## config.mk

```make
export PLATFORM = sky130hd
export DESIGN_NAME = pwm_duty_scheduler
export DESIGN_NICKNAME = d
export VERILOG_FILES = /design/src/rtl/pwm_sched_pkg.sv /design/src/rtl/pwm_rr_arbiter.sv /design/src/rtl/pwm_duty_scheduler.sv
export SDC_FILE = /design/constraint.sdc
export NUM_CORES = 1
export LEC_CHECK = 0
export ABC_AREA = 1
export CELL_PAD_IN_SITES_DETAIL_PLACEMENT = 1
export CELL_PAD_IN_SITES_GLOBAL_PLACEMENT = 1
export CORE_UTILIZATION = 29
export CTS_BUF_LIST = sky130_fd_sc_hd__clkbuf_8
export CTS_CLUSTER_SIZE = 8
export DETAILED_ROUTE_END_ITERATION = 10
export PLACE_DENSITY_LB_ADDON = 0.12
export SLEW_MARGIN = 20
export SYNTH_ARGS = -nofsm -noshare
export SYNTH_HDL_FRONTEND = slang
export SYNTH_HIERARCHICAL = 1
export SYNTH_SLANG_ARGS = --single-unit
```

## constraint.sdc

```tcl
create_clock -name clk -period 1.8 [get_ports clk]
set_input_delay 0.36 -clock clk [delete_from_list [all_inputs] [get_ports clk]]
set_output_delay 0.36 -clock clk [all_outputs]
set_load 0.05 [all_outputs]
```

## src/rtl/pwm_sched_pkg.sv

```systemverilog
`default_nettype none
// +----------------------------------------------------------------------------+
// | Module   : pwm_sched_pkg                                                   |
// | Brief    : Shared FSM encodings and id-width helper for pwm_duty_scheduler |
// | Revision : 1.0                                                             |
// +----------------------------------------------------------------------------+
package pwm_sched_pkg;

    typedef logic [1:0] pwm_sched_state_t;

    localparam pwm_sched_state_t c_st_idle  = 2'd0;
    localparam pwm_sched_state_t c_st_issue = 2'd1;
    localparam pwm_sched_state_t c_st_ack   = 2'd2;

    // Never returns 0 so a single-requester build still has a legal index port.
    function automatic int unsigned pwm_sched_id_width(input int unsigned n);
        return (n > 1) ? $clog2(n) : 1;
    endfunction

endpackage
`default_nettype wire

```

## src/rtl/pwm_rr_arbiter.sv

```systemverilog
`default_nettype none
// +----------------------------------------------------------------------------+
// | Module   : pwm_rr_arbiter                                                  |
// | Brief    : Combinational round-robin pick, search starts at pointer rr     |
// | Revision : 1.0                                                             |
// +----------------------------------------------------------------------------+
module pwm_rr_arbiter
    import pwm_sched_pkg::*;
#(
    parameter int N = 4
) (
    input  logic [N-1:0]                     req,
    input  logic [pwm_sched_id_width(N)-1:0] rr,
    output logic                             valid,
    output logic [pwm_sched_id_width(N)-1:0] winner
);

    localparam int c_idw = pwm_sched_id_width(N);

    logic [c_idw-1:0] w_idx;

    // Scan farthest-first so the candidate nearest to rr overwrites the others.
    always_comb begin
        valid  = |req;
        winner = '0;
        w_idx  = '0;
        for (int k = N - 1; k >= 0; k--) begin
            w_idx = c_idw'((int'(rr) + k) % N);
            if (req[w_idx]) begin
                winner = w_idx;
            end
        end
    end

endmodule
`default_nettype wire

```

## src/rtl/pwm_duty_scheduler.sv

```systemverilog
`default_nettype none
// +----------------------------------------------------------------------------+
// | Module   : pwm_duty_scheduler                                              |
// | Brief    : Round-robin sharing of one PWM duty-update port among N agents; |
// |            optional slew limiting under macro PWM_SCHED_RAMP_EN            |
// | Revision : 1.0                                                             |
// +----------------------------------------------------------------------------+
module pwm_duty_scheduler
    import pwm_sched_pkg::*;
#(
    parameter int R        = 8,
    parameter int N        = 4,
    parameter int MAX_STEP = 16
) (
    input  logic                             clk,
    input  logic                             reset,
    input  logic [N-1:0]                     req,
    input  logic [N*R-1:0]                   req_duty,
    output logic [N-1:0]                     ack,
    output logic                             busy,
    output logic [pwm_sched_id_width(N)-1:0] grant_id,
    output logic [R-1:0]                     pwm_duty,
    output logic                             pwm_ready,
    input  logic                             pwm_done,
    output logic [R-1:0]                     cur_duty
);

    localparam int c_idw = pwm_sched_id_width(N);

    pwm_sched_state_t r_state;
    pwm_sched_state_t w_state_next;

    logic [c_idw-1:0] r_rr;
    logic [c_idw-1:0] r_grant_id;
    logic [R-1:0]     r_target;
    logic [R-1:0]     r_cur_duty;
    logic [R-1:0]     r_pwm_duty;
    logic             r_pwm_ready;

    logic             w_valid;
    logic [c_idw-1:0] w_winner;
    logic [R-1:0]     w_win_duty;
    logic [R-1:0]     w_grant_step;
    logic [R-1:0]     w_next_step;
    logic             w_done_take;
    logic             w_reached;
    logic             w_busy;
    logic [N-1:0]     w_ack;

    pwm_rr_arbiter #(
        .N (N)
    ) u_arbiter (
        .req    (req),
        .rr     (r_rr),
        .valid  (w_valid),
        .winner (w_winner)
    );

    assign w_win_duty  = req_duty[int'(w_winner) * R +: R];
    // A done pulse only counts while a handshake is actually outstanding.
    assign w_done_take = (r_state == c_st_issue) && r_pwm_ready && pwm_done;
    assign w_reached   = (r_pwm_duty == r_target);

`ifdef PWM_SCHED_RAMP_EN
    localparam logic signed [R:0] c_step_s = (R + 1)'(MAX_STEP);
    localparam logic [R-1:0]      c_step   = R'(MAX_STEP);

    // Steps only when the gap exceeds MAX_STEP, so the result can never wrap.
    function automatic logic [R-1:0] f_ramp_step(input logic [R-1:0] tgt,
                                                 input logic [R-1:0] base);
        logic signed [R:0] diff;
        diff = $signed({1'b0, tgt}) - $signed({1'b0, base});
        if (diff > c_step_s) begin
            f_ramp_step = base + c_step;
        end else if (diff < -c_step_s) begin
            f_ramp_step = base - c_step;
        end else begin
            f_ramp_step = tgt;
        end
    endfunction

    assign w_grant_step = f_ramp_step(w_win_duty, r_cur_duty);
    // r_pwm_duty is the value about to become cur_duty on this done pulse.
    assign w_next_step  = f_ramp_step(r_target, r_pwm_duty);
`else
    localparam int c_unused_max_step = MAX_STEP;

    assign w_grant_step = w_win_duty;
    assign w_next_step  = r_target;
`endif

    always_ff @(posedge clk) begin
        if (reset) begin
            r_state <= c_st_idle;
        end else begin
            r_state <= w_state_next;
        end
    end

    always_comb begin
        w_state_next = r_state;
        case (r_state)
            c_st_idle: begin
                if (w_valid) begin
                    w_state_next = c_st_issue;
                end
            end
            c_st_issue: begin
                if (w_done_take && w_reached) begin
                    w_state_next = c_st_ack;
                end
            end
            c_st_ack: begin
                w_state_next = c_st_idle;
            end
            default: begin
                w_state_next = c_st_idle;
            end
        endcase
    end

    always_comb begin
        w_busy = (r_state != c_st_idle);
        w_ack  = '0;
        if (r_state == c_st_ack) begin
            w_ack[r_grant_id] = 1'b1;
        end
    end

    always_ff @(posedge clk) begin
        if (reset) begin
            r_rr        <= '0;
            r_grant_id  <= '0;
            r_target    <= '0;
            r_cur_duty  <= '0;
            r_pwm_duty  <= '0;
            r_pwm_ready <= 1'b0;
        end else begin
            case (r_state)
                c_st_idle: begin
                    if (w_valid) begin
                        r_grant_id  <= w_winner;
                        r_rr        <= (w_winner == c_idw'(N - 1)) ? '0 : w_winner + 1'b1;
                        r_target    <= w_win_duty;
                        r_pwm_duty  <= w_grant_step;
                        r_pwm_ready <= 1'b1;
                    end
                end
                c_st_issue: begin
                    if (w_done_take) begin
                        r_cur_duty  <= r_pwm_duty;
                        r_pwm_ready <= 1'b0;
                        if (!w_reached) begin
                            r_pwm_duty <= w_next_step;
                        end
                    end else if (!r_pwm_ready) begin
                        // Re-arm one cycle after the gap, with the new step already stable.
                        r_pwm_ready <= 1'b1;
                    end
                end
                default: begin
                end
            endcase
        end
    end

    assign ack       = w_ack;
    assign busy      = w_busy;
    assign grant_id  = r_grant_id;
    assign pwm_duty  = r_pwm_duty;
    assign pwm_ready = r_pwm_ready;
    assign cur_duty  = r_cur_duty;

endmodule
`default_nettype wire

```

## Word level (Yosys, flattened, before mapping)

Index checks and enable logic that the tools add are counted.

- Memory bits (writable): 0
- Memories kept: 0
- Input port bits: 39
- Flip-flop bits (word level): 31
- Output and inout port bits: 24
- ROM bits: 0
- Latch bits: 0

- Equality and inequality tests: 8
- Divide/modulo/power cells: 0
- Add/subtract/negate cells: 4
- Multipliers: 0
- Shifts and indexed selects: 1
- Reductions and logical operators: 13
- Multiplexer cells: 26
- Bitwise logic cells: 0
- Magnitude comparators: 6

Operators with widths:

| cell | number |
|---|---|
| variable part select 32 x 6 -> 8 bit | 1 |
| two-way mux 8 bit | 3 |
| one-hot mux 8 bit (2 select lines) | 1 |
| less-than comparator 2 x 3 -> 1 bit (second input constant) | 5 |
| two-way mux 2 bit | 7 |
| binary-select mux 1 bit (select 2 bit) | 4 |
| equality test 8 bit | 1 |
| AND reduction 2 bit | 4 |
| two-way mux 1 bit | 7 |
| adder 2 x 1 -> 2 bit (second input constant) | 2 |
| adder 2 bit (second input constant) | 2 |
| equality test 2 bit (second input constant) | 2 |
| logical AND 1 bit | 4 |
| two-way mux 4 bit | 1 |
| inequality test 2 x 1 -> 1 bit (second input constant) | 2 |
| inequality test 2 bit (second input constant) | 2 |
| one-hot mux 2 bit (2 select lines) | 1 |
| AND reduction 4 bit | 1 |
| nonzero test 2 bit | 2 |
| OR reduction 4 bit | 1 |
| demux 1 bit (select 2 bit) | 1 |
| equality test 2 x 1 -> 1 bit (second input constant) | 1 |
| >= comparator 2 x 1 -> 1 bit (second input constant) | 1 |
| logical NOT 2 bit | 1 |
| one-hot mux 1 bit (2 select lines) | 1 |

## Depth between registers and ports, before layout

Gate-level depths: netlist (run 1).

- Word-level depth: 10
- Gate-level depth with buffers: 21

## Hierarchy

Netlist (run 1), hierarchy kept.

By module, submodules not included:

| module | seq. area each (um^2) | area an instance (um^2) | cells an instance | times used |
|---|---|---|---|---|
| pwm_duty_scheduler | 620.6 | 1,778.0 | 266 | 1 |
| pwm_rr_arbiter | 0.0 | 188.9 | 46 | 1 |

## Worst setup path before layout (run 1)

No wires, ideal clock.

- Path kind: register to output
- Start: register r_grant_id[0] (netlist: grant_id[0])
- End: output port ack[1]
- Cell stages (with the launch flop): 3
- Required time: 1.440 ns
- Buffers on the path: 0
- Setup slack: -0.461 ns
- Arrival: 1.901 ns
- Cell sequence: dfxtp_1 inv_1 nor3_1

- Longest elaborated chain between the ends: 5
- Elaborated cells between the ends (all ways): 6
- Those cells by class: order compare (2); mux (3); reduce/logical (1)

RTL lines:

| element | line | RTL |
|---|---|---|
| start, declared | pwm_duty_scheduler.sv:34 | `logic [c_idw-1:0] r_grant_id;` |
| start signal, assigned | pwm_duty_scheduler.sv:142 | `r_grant_id <= w_winner;` |
| less-than comparator 2 x 3 -> 1 bit (implied by the code) or >= comparator 2 x 1 -> 1 bit (tied branches) | pwm_duty_scheduler.sv:126 | `w_ack[r_grant_id] = 1'b1;` |
| logical AND 1 bit (implied by the code) | pwm_duty_scheduler.sv:126 |  |
| two-way mux 1 bit (implied by the code) | pwm_duty_scheduler.sv:126 |  |
| demux 1 bit (select 2 bit) (*) | pwm_duty_scheduler.sv:126 |  |
| two-way mux 4 bit (*) | pwm_duty_scheduler.sv:125 | `if (r_state == c_st_ack) begin` |
| end, declared | pwm_duty_scheduler.sv:19 | `output logic [N-1:0] ack,` |

Every way passes the cells marked *; elsewhere a longest branch is shown, timed or not.

## Worst setup path after layout (run 1)

- Start: register r_rr[0]
- End: register r_pwm_duty[6] (netlist: pwm_duty[6])

- Longest elaborated chain between the ends: 10
- Elaborated cells between the ends (all ways): 18
- Those cells by class: add/sub (3); shift (1); mux (14)

RTL lines:

| element | line | RTL |
|---|---|---|
| start, declared | pwm_duty_scheduler.sv:33 | `logic [c_idw-1:0] r_rr;` |
| start signal, assigned | pwm_duty_scheduler.sv:143 | `r_rr <= (w_winner == c_idw'(N - 1)) ? '0 : w_winner + 1'b1;` |
| adder 2 bit | pwm_rr_arbiter.sv:28 | `w_idx = c_idw'((int'(rr) + k) % N);` |
| binary-select mux 1 bit (select 2 bit) | pwm_rr_arbiter.sv:29 | `if (req[w_idx]) begin` |
| two-way mux 1 bit (implied by the code) | pwm_rr_arbiter.sv:29 |  |
| two-way mux 2 bit (3 in a row) | pwm_rr_arbiter.sv:29 |  |
| two-way mux 2 bit (*) | pwm_rr_arbiter.sv:29 |  |
| named net w_winner[0] | pwm_duty_scheduler.sv:41 | `logic [c_idw-1:0] w_winner;` |
| variable part select 32 x 6 -> 8 bit (*) | pwm_duty_scheduler.sv:59 | `assign w_win_duty = req_duty[int'(w_winner) * R +: R];` |
| two-way mux 8 bit (*) | pwm_duty_scheduler.sv:141 | `if (w_valid) begin` |
| one-hot mux 8 bit (2 select lines) (*) | pwm_duty_scheduler.sv:139 | `case (r_state)` |
| end signal, assigned | pwm_duty_scheduler.sv:145 | `r_pwm_duty <= w_grant_step;` |
| end signal, assigned | pwm_duty_scheduler.sv:154 | `r_pwm_duty <= w_next_step;` |
| end, declared | pwm_duty_scheduler.sv:37 | `logic [R-1:0] r_pwm_duty;` |

The timed path passes the listed nets; every way through them passes the cells marked *. The select of a mux whose other input is x is not followed.
A chain may end at the register's enable or synchronous reset.

==> results.py, run 1 <==
metrics = {
    "finish": {
        "antennaDiodeCount": 0,
        "final_cells": 472,
        "layout-drive-gt1-share": 0.403,
        "fin_nets": 434,
        "layout_common_cells": "62 x nand2_1, 40 x buf_4, 34 x clkdlybuf4s50_1",
        "post-route-util": 0.497,
        "layout_commonest_cell": "nand2_1",
        "stdcell_area_um2": 3210,
        "synthToLayoutAreaGrowth_pct": 63.2,
        "n_fill_cell": 823,
    },
    "die": {
        "initial_core_util": 0.305,
        "fp.dieW_um": 84.4,
        "std_cell_rows": 29,
        "design.die.area_um2": 7120,
        "coreArea_um2": 6460,
        "fp.dieH_um": 84.4,
        "ioPinCount": 63,
    },
    "synthesis": {
        "synth.area.top_cells": "dfxtp_1 32%, nand2_1 18%, nand3_1 9.9%",
        "synth_seq_cells": 31,
        "synthCells": 312,
        "synth_top_area_share": 0.316,
        "ys_seq_area_frac": 0.316,
        "synth_area_per_cell_um2": 6.30,
        "synth_nets": 352,
        "yosysUniqueCellTypes": 29,
        "yosys.area.top_type": "dfxtp_1",
        "syn_area_um2": 1970,
        "yosys_warnings": 6,
    },
    "clocking": {
        "numCtsBuffers": 5,
        "clk_pin_slew_ns": 0.07,
        "cts.sinks": 31,
        "cts_tree": "yes",
        "cts_buffer_depth": 2,
        "cts_root_buffer": "clkbuf_8",
        "cts-htree-levels": 2,
        "hold_buffers": 0,
        "clock_latency_ns": 0.28,
    },
    "global_routing": {
        "grt_pass1_vias": 2340,
        "grt_pass1_wl_um": 10700,
        "track_usage": 0.187,
        "met3_usage": 0.0275,
        "gr-usage-met1": 0.212,
        "busiest_layer": "met2",
        "grt_max_degree": 25,
        "overflow": 0,
        "antenna_found_initial": 0,
        "grt_use_met2": 0.373,
    },
    "setup_path": {
        "cp-end-kind": "flip-flop",
        "crit_path_start_kind": "flip-flop",
        "reg2reg_depth": 19,
        "crit_fanout": 8,
        "worstSetupPathType": "flip-flop to flip-flop",
        "reg2reg_to": "pwm_duty[6]$_SDFFE_PP0P_",
        "critPathArrivalTime_ns": 2.15,
        "reg2reg_from": "r_rr[0]$_SDFFE_PP0P_",
        "reg2reg_slack_ns": -0.17,
        "required_ns": 1.98,
    },
    "pwr": {
        "power.internal_mw": 2.74,
        "power_switching_share": 0.509,
        "p_seq_frac": 0.204,
        "power.density_nw_per_um2": 1740,
        "pwr-share-comb": 0.686,
        "p_leak_nw": 1.46,
        "ir_drop_mv": 1.05,
        "p_sw_mw": 2.83,
        "clockPowerShare": 0.110,
    },
    "drt": {
        "wl_per_cell_um": 14.1,
        "via_count": 2311,
        "ant_nets": 0,
        "drc": 9,
        "drt-total-wl_um": 6630,
        "via_per_inst": 4.90,
        "drt_first_iter_violations": 105,
        "firstDrtPassIters": 7,
    },
    "timing": {
        "tightest_slew_ns": 0.286,
        "fmax_mhz": 507,
        "holdWs_ns": 0.485,
        "finalHoldViolations": 0,
        "slew_headroom": 0.809,
        "worst_slack_ns": -0.172,
        "rsz0062_at_grt": "true",
        "finalSetupViolCount": 15,
        "period_minus_slack_ns": 1.97,
        "finalCritPeriodShare": 1.10,
        "finClkSkew_ns": 0.00318,
        "slew_violations": 0,
    },
    "worst_hold_path": {
        "min_to": "cur_duty[0]$_SDFFE_PP0P_",
        "whs_path_depth": 2,
        "min_from": "cur_duty[0]$_SDFFE_PP0P_",
        "worst_hold_path_type": "flip-flop to flip-flop",
    },
    "status": {
        "status": "complete, but fails checks",
        "violations": "DRC, setup timing",
    },
    "run": {
        "drv_cap": 0,
    },
    "placed_design": {
        "place_area_um2": 2740,
        "hpwlAfterDp_um": 4730,
        "io_buffers": 62,
        "pre_cts_ws_ns": -0.619,
        "place_inst": 455,
        "place_congestion": 0.756,
    },
}
layout make-up:
class	count	area [um^2]	share of cell area
Timing Repair Buffer	86	813	0.253
Timing Repair inverter	1	8.76	0.00273
Tap cell	77	96.3	0.0300
Sequential cell	31	626	0.195
Multi-Input combinational cell	237	1430	0.444
Clock buffer	7	96.3	0.0300
Clock inverter	1	3.75	0.00117
Inverter	32	140	0.0437
how the worst max path moves through the flow:
stage / slack, ns / depth (start not counted) / to / start
2_1_floorplan: -0.11 / 2 / ack[1] / grant_id[0]$_SDFFE_PP0P_
3_3_place_gp: -0.55 / 20 / pwm_duty[3]$_SDFFE_PP0P_ / req[3]
3_5_place_dp: -0.62 / 20 / pwm_duty[6]$_SDFFE_PP0P_ / req[3]
4_1_cts: -0.05 / 19 / pwm_duty[5]$_SDFFE_PP0P_ / r_rr[0]$_SDFFE_PP0P_
5_1_grt: -0.30 / 19 / pwm_duty[6]$_SDFFE_PP0P_ / r_rr[0]$_SDFFE_PP0P_
6_report: -0.17 / 19 / pwm_duty[6]$_SDFFE_PP0P_ / r_rr[0]$_SDFFE_PP0P_
power groups by stage:
stage                     Clock [mW]  Combinational [mW]  Sequential, mW
after global routing           0.648                4.19            1.17
after global placement             0                2.81            1.13
after floorplan                    0                1.78            1.40
final                          0.613                3.82            1.14
after detailed placement           0                2.85            1.13
after CTS                      0.618                3.48            1.13
through the flow:
stage	TNS, ns	total power, mW
2_1_floorplan	-0.319	3.18
3_3_place_gp	-8.34	3.93
3_5_place_dp	-9.17	3.98
4_1_cts	-0.344	5.23
5_1_grt	-3.89	6.00
6_report	-1.80	5.57
cell families after synthesis:
| logic type | Yosys count | share of synthesized area |
|---|---|---|
| AO/OA/AOI/OAI | 47 | 0.128 |
| XOR/XNOR | 5 | 0.0223 |
| adder cells (fa/ha/maj) | 1 | 0.00636 |
| buffers and inverters | 44 | 0.109 |
| flip-flops | 31 | 0.316 |
| AND/OR/NAND/NOR | 184 | 0.418 |
metal layers:
metal | vias up | wire (um)
met5 | - | 0
met4 | 0 | 35
met3 | 6 | 149
met2 | 31 | 3610
met1 | 1106 | 2840
li1 | 1168 | -
timing repair:
action,CTS,global route
resized for setup,65,37
buffers inserted,6,1
pin swaps,22,21
endpoints found under the setup margin,18,17
cloned,2,0
flip-flops by register name (all words and copies together), names as in the netlist:
name,cells
r_target,8
pwm_ready,1
pwm_duty,8
grant_id,2
r_state,2
r_rr,2
cur_duty,8
cells in the mapped netlist:
| cell | instances |
|---|---|
| buf_6 | 3 |
| nand3_1 | 39 |
| xnor2_1 | 5 |
| ha_1 | 1 |
| o21a_1 | 1 |
| nand2_2 | 4 |
| clkbuf_1 | 2 |
| nor2_2 | 2 |
| inv_4 | 1 |
| o21ai_0 | 19 |
| nand4_1 | 1 |
| o21ai_1 | 1 |
| inv_1 | 26 |
| nand2_1 | 96 |
| dfxtp_1 | 31 |
| nand3_2 | 2 |
| buf_4 | 3 |
| a21oi_1 | 21 |
| nor3_1 | 6 |
| a211oi_1 | 3 |
| nor2_4 | 1 |
| inv_2 | 5 |
| nand3_4 | 2 |
| nand2_4 | 1 |
| buf_2 | 3 |
| a21oi_2 | 2 |
| nor2_1 | 29 |
| or2_2 | 1 |
| clkbuf_8 | 1 |
worst max-delay path, cell delays in order, from the launching register on:
cell	delay, ns
dfxtp_4	0.40
inv_8	0.11
nand2_4	0.05
nand2_2	0.08
nand2_2	0.05
nand2_2	0.08
nand2_2	0.06
nand2_1	0.06
nand2_1	0.06
nand2_2	0.08
clkinv_4	0.12
buf_8	0.17
nand2_2	0.06
nand3_2	0.09
nand3_2	0.09
nand2_1	0.05
inv_1	0.06
nand3_2	0.08
nand2_2	0.07
nor2_1	0.04
No activity file was read; power rests on OpenSTA's default activity.
==> inputs of run 2 (changes only) <==
--- a/config.mk
+++ b/config.mk
@@ -12,7 +12,9 @@
 export CTS_BUF_LIST = sky130_fd_sc_hd__clkbuf_8
 export CTS_CLUSTER_SIZE = 8
 export DETAILED_ROUTE_END_ITERATION = 10
-export PLACE_DENSITY_LB_ADDON = 0.12
+export GPL_ROUTABILITY_DRIVEN = 1
+export PLACE_DENSITY_LB_ADDON = 0.15
+export RECOVER_POWER = 25
 export SLEW_MARGIN = 20
 export SYNTH_ARGS = -nofsm -noshare
 export SYNTH_HDL_FRONTEND = slang
==> run 2 against run 1 <==
- the flow still finishes with violations (DRC, setup timing)
- first-iteration DRC count fell by 18%
- critical path depth fell by 4
- worst setup slack improved by 0.011 ns
- clock-buffer cell count fell by 1
- critical endpoint is now r_target[1]$_SDFFE_PP0P_
- critical path type unchanged
- largest power group unchanged
- register-to-register slack barely moved
- clock skew rose by 0.0064 ns
- non-clock buffer count rose by 8
==> results.py, run 2 (same netlist as run 1, synthesis figures left out) <==
metrics = {
    "worst_hold_path": {
        "worst_hold_path_type": "flip-flop to flip-flop",
    },
    "clocking": {
        "cts_buffer_depth": 2,
        "cts.sinks": 31,
        "numCtsBuffers": 5,
        "cts-htree-levels": 2,
        "hold_buffers": 0,
        "clock_latency_ns": 0.28,
        "clk_pin_slew_ns": 0.07,
        "cts_tree": "yes",
        "cts_root_buffer": "clkbuf_8",
    },
    "drt": {
        "drt-total-wl_um": 7000,
        "firstDrtPassIters": 7,
        "dr_wl_met3_um": 206,
        "wl_per_cell_um": 14.6,
        "via_count": 2370,
        "dr.max_layer_used": "met4",
        "ant_nets": 0,
        "dr_wl_met2_um": 3820,
        "wl_met1_um": 2860,
        "via_per_inst": 4.95,
        "drc": 8,
        "drt_first_iter_violations": 86,
    },
    "timing": {
        "finalCritPeriodShare": 1.09,
        "fmax_mhz": 510,
        "rsz0062_at_grt": "true",
        "finClkSkew_ns": 0.00955,
        "tightest_slew_ns": 0.603,
        "period_minus_slack_ns": 1.96,
        "holdWs_ns": 0.485,
        "finalHoldViolations": 0,
        "worst_slack_ns": -0.161,
        "slew_headroom": 0.600,
        "finalSetupViolCount": 15,
        "slew_violations": 0,
    },
    "setup_path": {
        "cp-end-kind": "flip-flop",
        "crit_fanout": 8,
        "required_ns": 1.97,
        "worstSetupPathType": "flip-flop to flip-flop",
        "slowest_stage": "dfxtp_4",
        "worst_path_most_repeated_cell": "nand2_2",
        "crit_path_start_kind": "flip-flop",
        "cp_slowest_stage_delay_ns": 0.44,
        "critPathArrivalTime_ns": 2.13,
        "crit_chain": "inv_8 > nand2_4 > nand2_2 > nand2_2 > nand2_2 > nand2_2 > nand3_2 > nand2_2 > clkinv_4 > buf_12 > nand2_1 > nand3_2 > buf_4 > a21oi_2 > a211oi_1",
    },
    "finish": {
        "post-route-util": 0.506,
        "fin_nets": 441,
        "layout-drive-gt1-share": 0.393,
        "synthToLayoutAreaGrowth_pct": 66.1,
        "layout_commonest_cell": "nand2_1",
        "antennaDiodeCount": 0,
        "layout_common_cells": "64 x nand2_1, 37 x buf_4, 34 x clkdlybuf4s50_1",
    },
    "die": {
        "ioPinCount": 63,
        "design.die.area_um2": 7120,
        "fp.dieW_um": 84.4,
        "std_cell_rows": 29,
        "coreArea_um2": 6460,
        "initial_core_util": 0.305,
        "fp.dieH_um": 84.4,
    },
    "placed_design": {
        "io_buffers": 62,
        "place_congestion": 0.825,
        "hpwlAfterDp_um": 4790,
    },
    "global_routing": {
        "overflow": 0,
        "grt_max_degree": 25,
        "grt_pass1_vias": 2484,
        "track_usage": 0.202,
        "grt_pass1_wl_um": 11500,
        "antenna_found_initial": 0,
    },
    "run": {
        "drv_cap": 0,
    },
    "pwr": {
        "clockPowerShare": 0.097,
        "p_seq_frac": 0.198,
        "power.density_nw_per_um2": 1750,
        "power_switching_share": 0.504,
        "p_leak_nw": 1.49,
        "ir_drop_mv": 0.746,
        "power.internal_mw": 2.84,
        "pwr-share-comb": 0.705,
        "p_sw_mw": 2.88,
    },
    "status": {
        "violations": "DRC, setup timing",
        "status": "complete, but fails checks",
    },
}
run 2: cell types whose count changed in the layout (fill, tap and decap cells not counted), moves of 2 or more:
cell and change:
nand3_1 -3, nand2_1 +2, clkbuf_1 +8, inv_2 -2, nand2_2 -3, nand3_2 +3, buf_6 +2, buf_4 -3
run 2: final cells by class:
cell class | count | area [um^2]
clock buffer | 6 | 82.6
fill | 815 | 3190
multi-input combinational | 237 | 1440
sequential | 31 | 628
timing repair buffer | 94 | 863
clock inverter | 2 | 8.76
tap | 77 | 96.3
inverter | 32 | 148
run 2: what timing repair did:
action	CTS	global route
cloned	1	0
pin swaps	31	18
resized for setup	68	37
setup endpoints to repair	18	18
buffers inserted	12	3
run 2: layer usage:
metal  up-vias  global-route usage
met5         -                   0
met4         0              0.0570
met3         9              0.0334
met2        44               0.392
met1      1137               0.225
li1       1180                   -
run 2: power by group through the flow:
| stage | Sequential [mW] | Clock (mW) | Combinational (mW) |
|---|---|---|---|
| after floorplan | 1.40 | 0 | 1.78 |
| after global placement | 1.13 | 0 | 2.84 |
| after detailed placement | 1.12 | 0 | 2.90 |
| after CTS | 1.13 | 0.585 | 3.79 |
| after global routing | 1.17 | 0.616 | 4.41 |
| final | 1.14 | 0.555 | 4.03 |
run 2: worst max-delay path: cells and delay by family, from the launching register on:
kind	cells	cell delay [ns]
flops	1	0.44
simple gates	9	0.74
compound gates	2	0.20
buf+inv	4	0.49
run 2: worst paths after layout:
kind	end	slack (ns)	start	cells past startpoint
max	r_target[1]$_SDFFE_PP0P_	-0.16	r_rr[0]$_SDFFE_PP0P_	15
min	cur_duty[2]$_SDFFE_PP0P_	0.48	cur_duty[2]$_SDFFE_PP0P_	2
max reg2reg	r_target[1]$_SDFFE_PP0P_	-0.16	r_rr[0]$_SDFFE_PP0P_	15
min reg2reg	cur_duty[2]$_SDFFE_PP0P_	0.48	cur_duty[2]$_SDFFE_PP0P_	2
run 2: stage by stage:
stage               setup TNS, ns  instances  worst slack, ns  cell area (um^2)  power (mW)
detailed placement         -10.19        457           -0.639              2770        4.02
CTS                         -1.36        478           -0.133              3190        5.50
global placement            -8.70        457           -0.566              2770        3.97
global route                -3.75        479           -0.321              3270        6.19
floorplan                  -0.319        312           -0.113              2000        3.18
finish                      -1.57        479           -0.161              3270        5.72
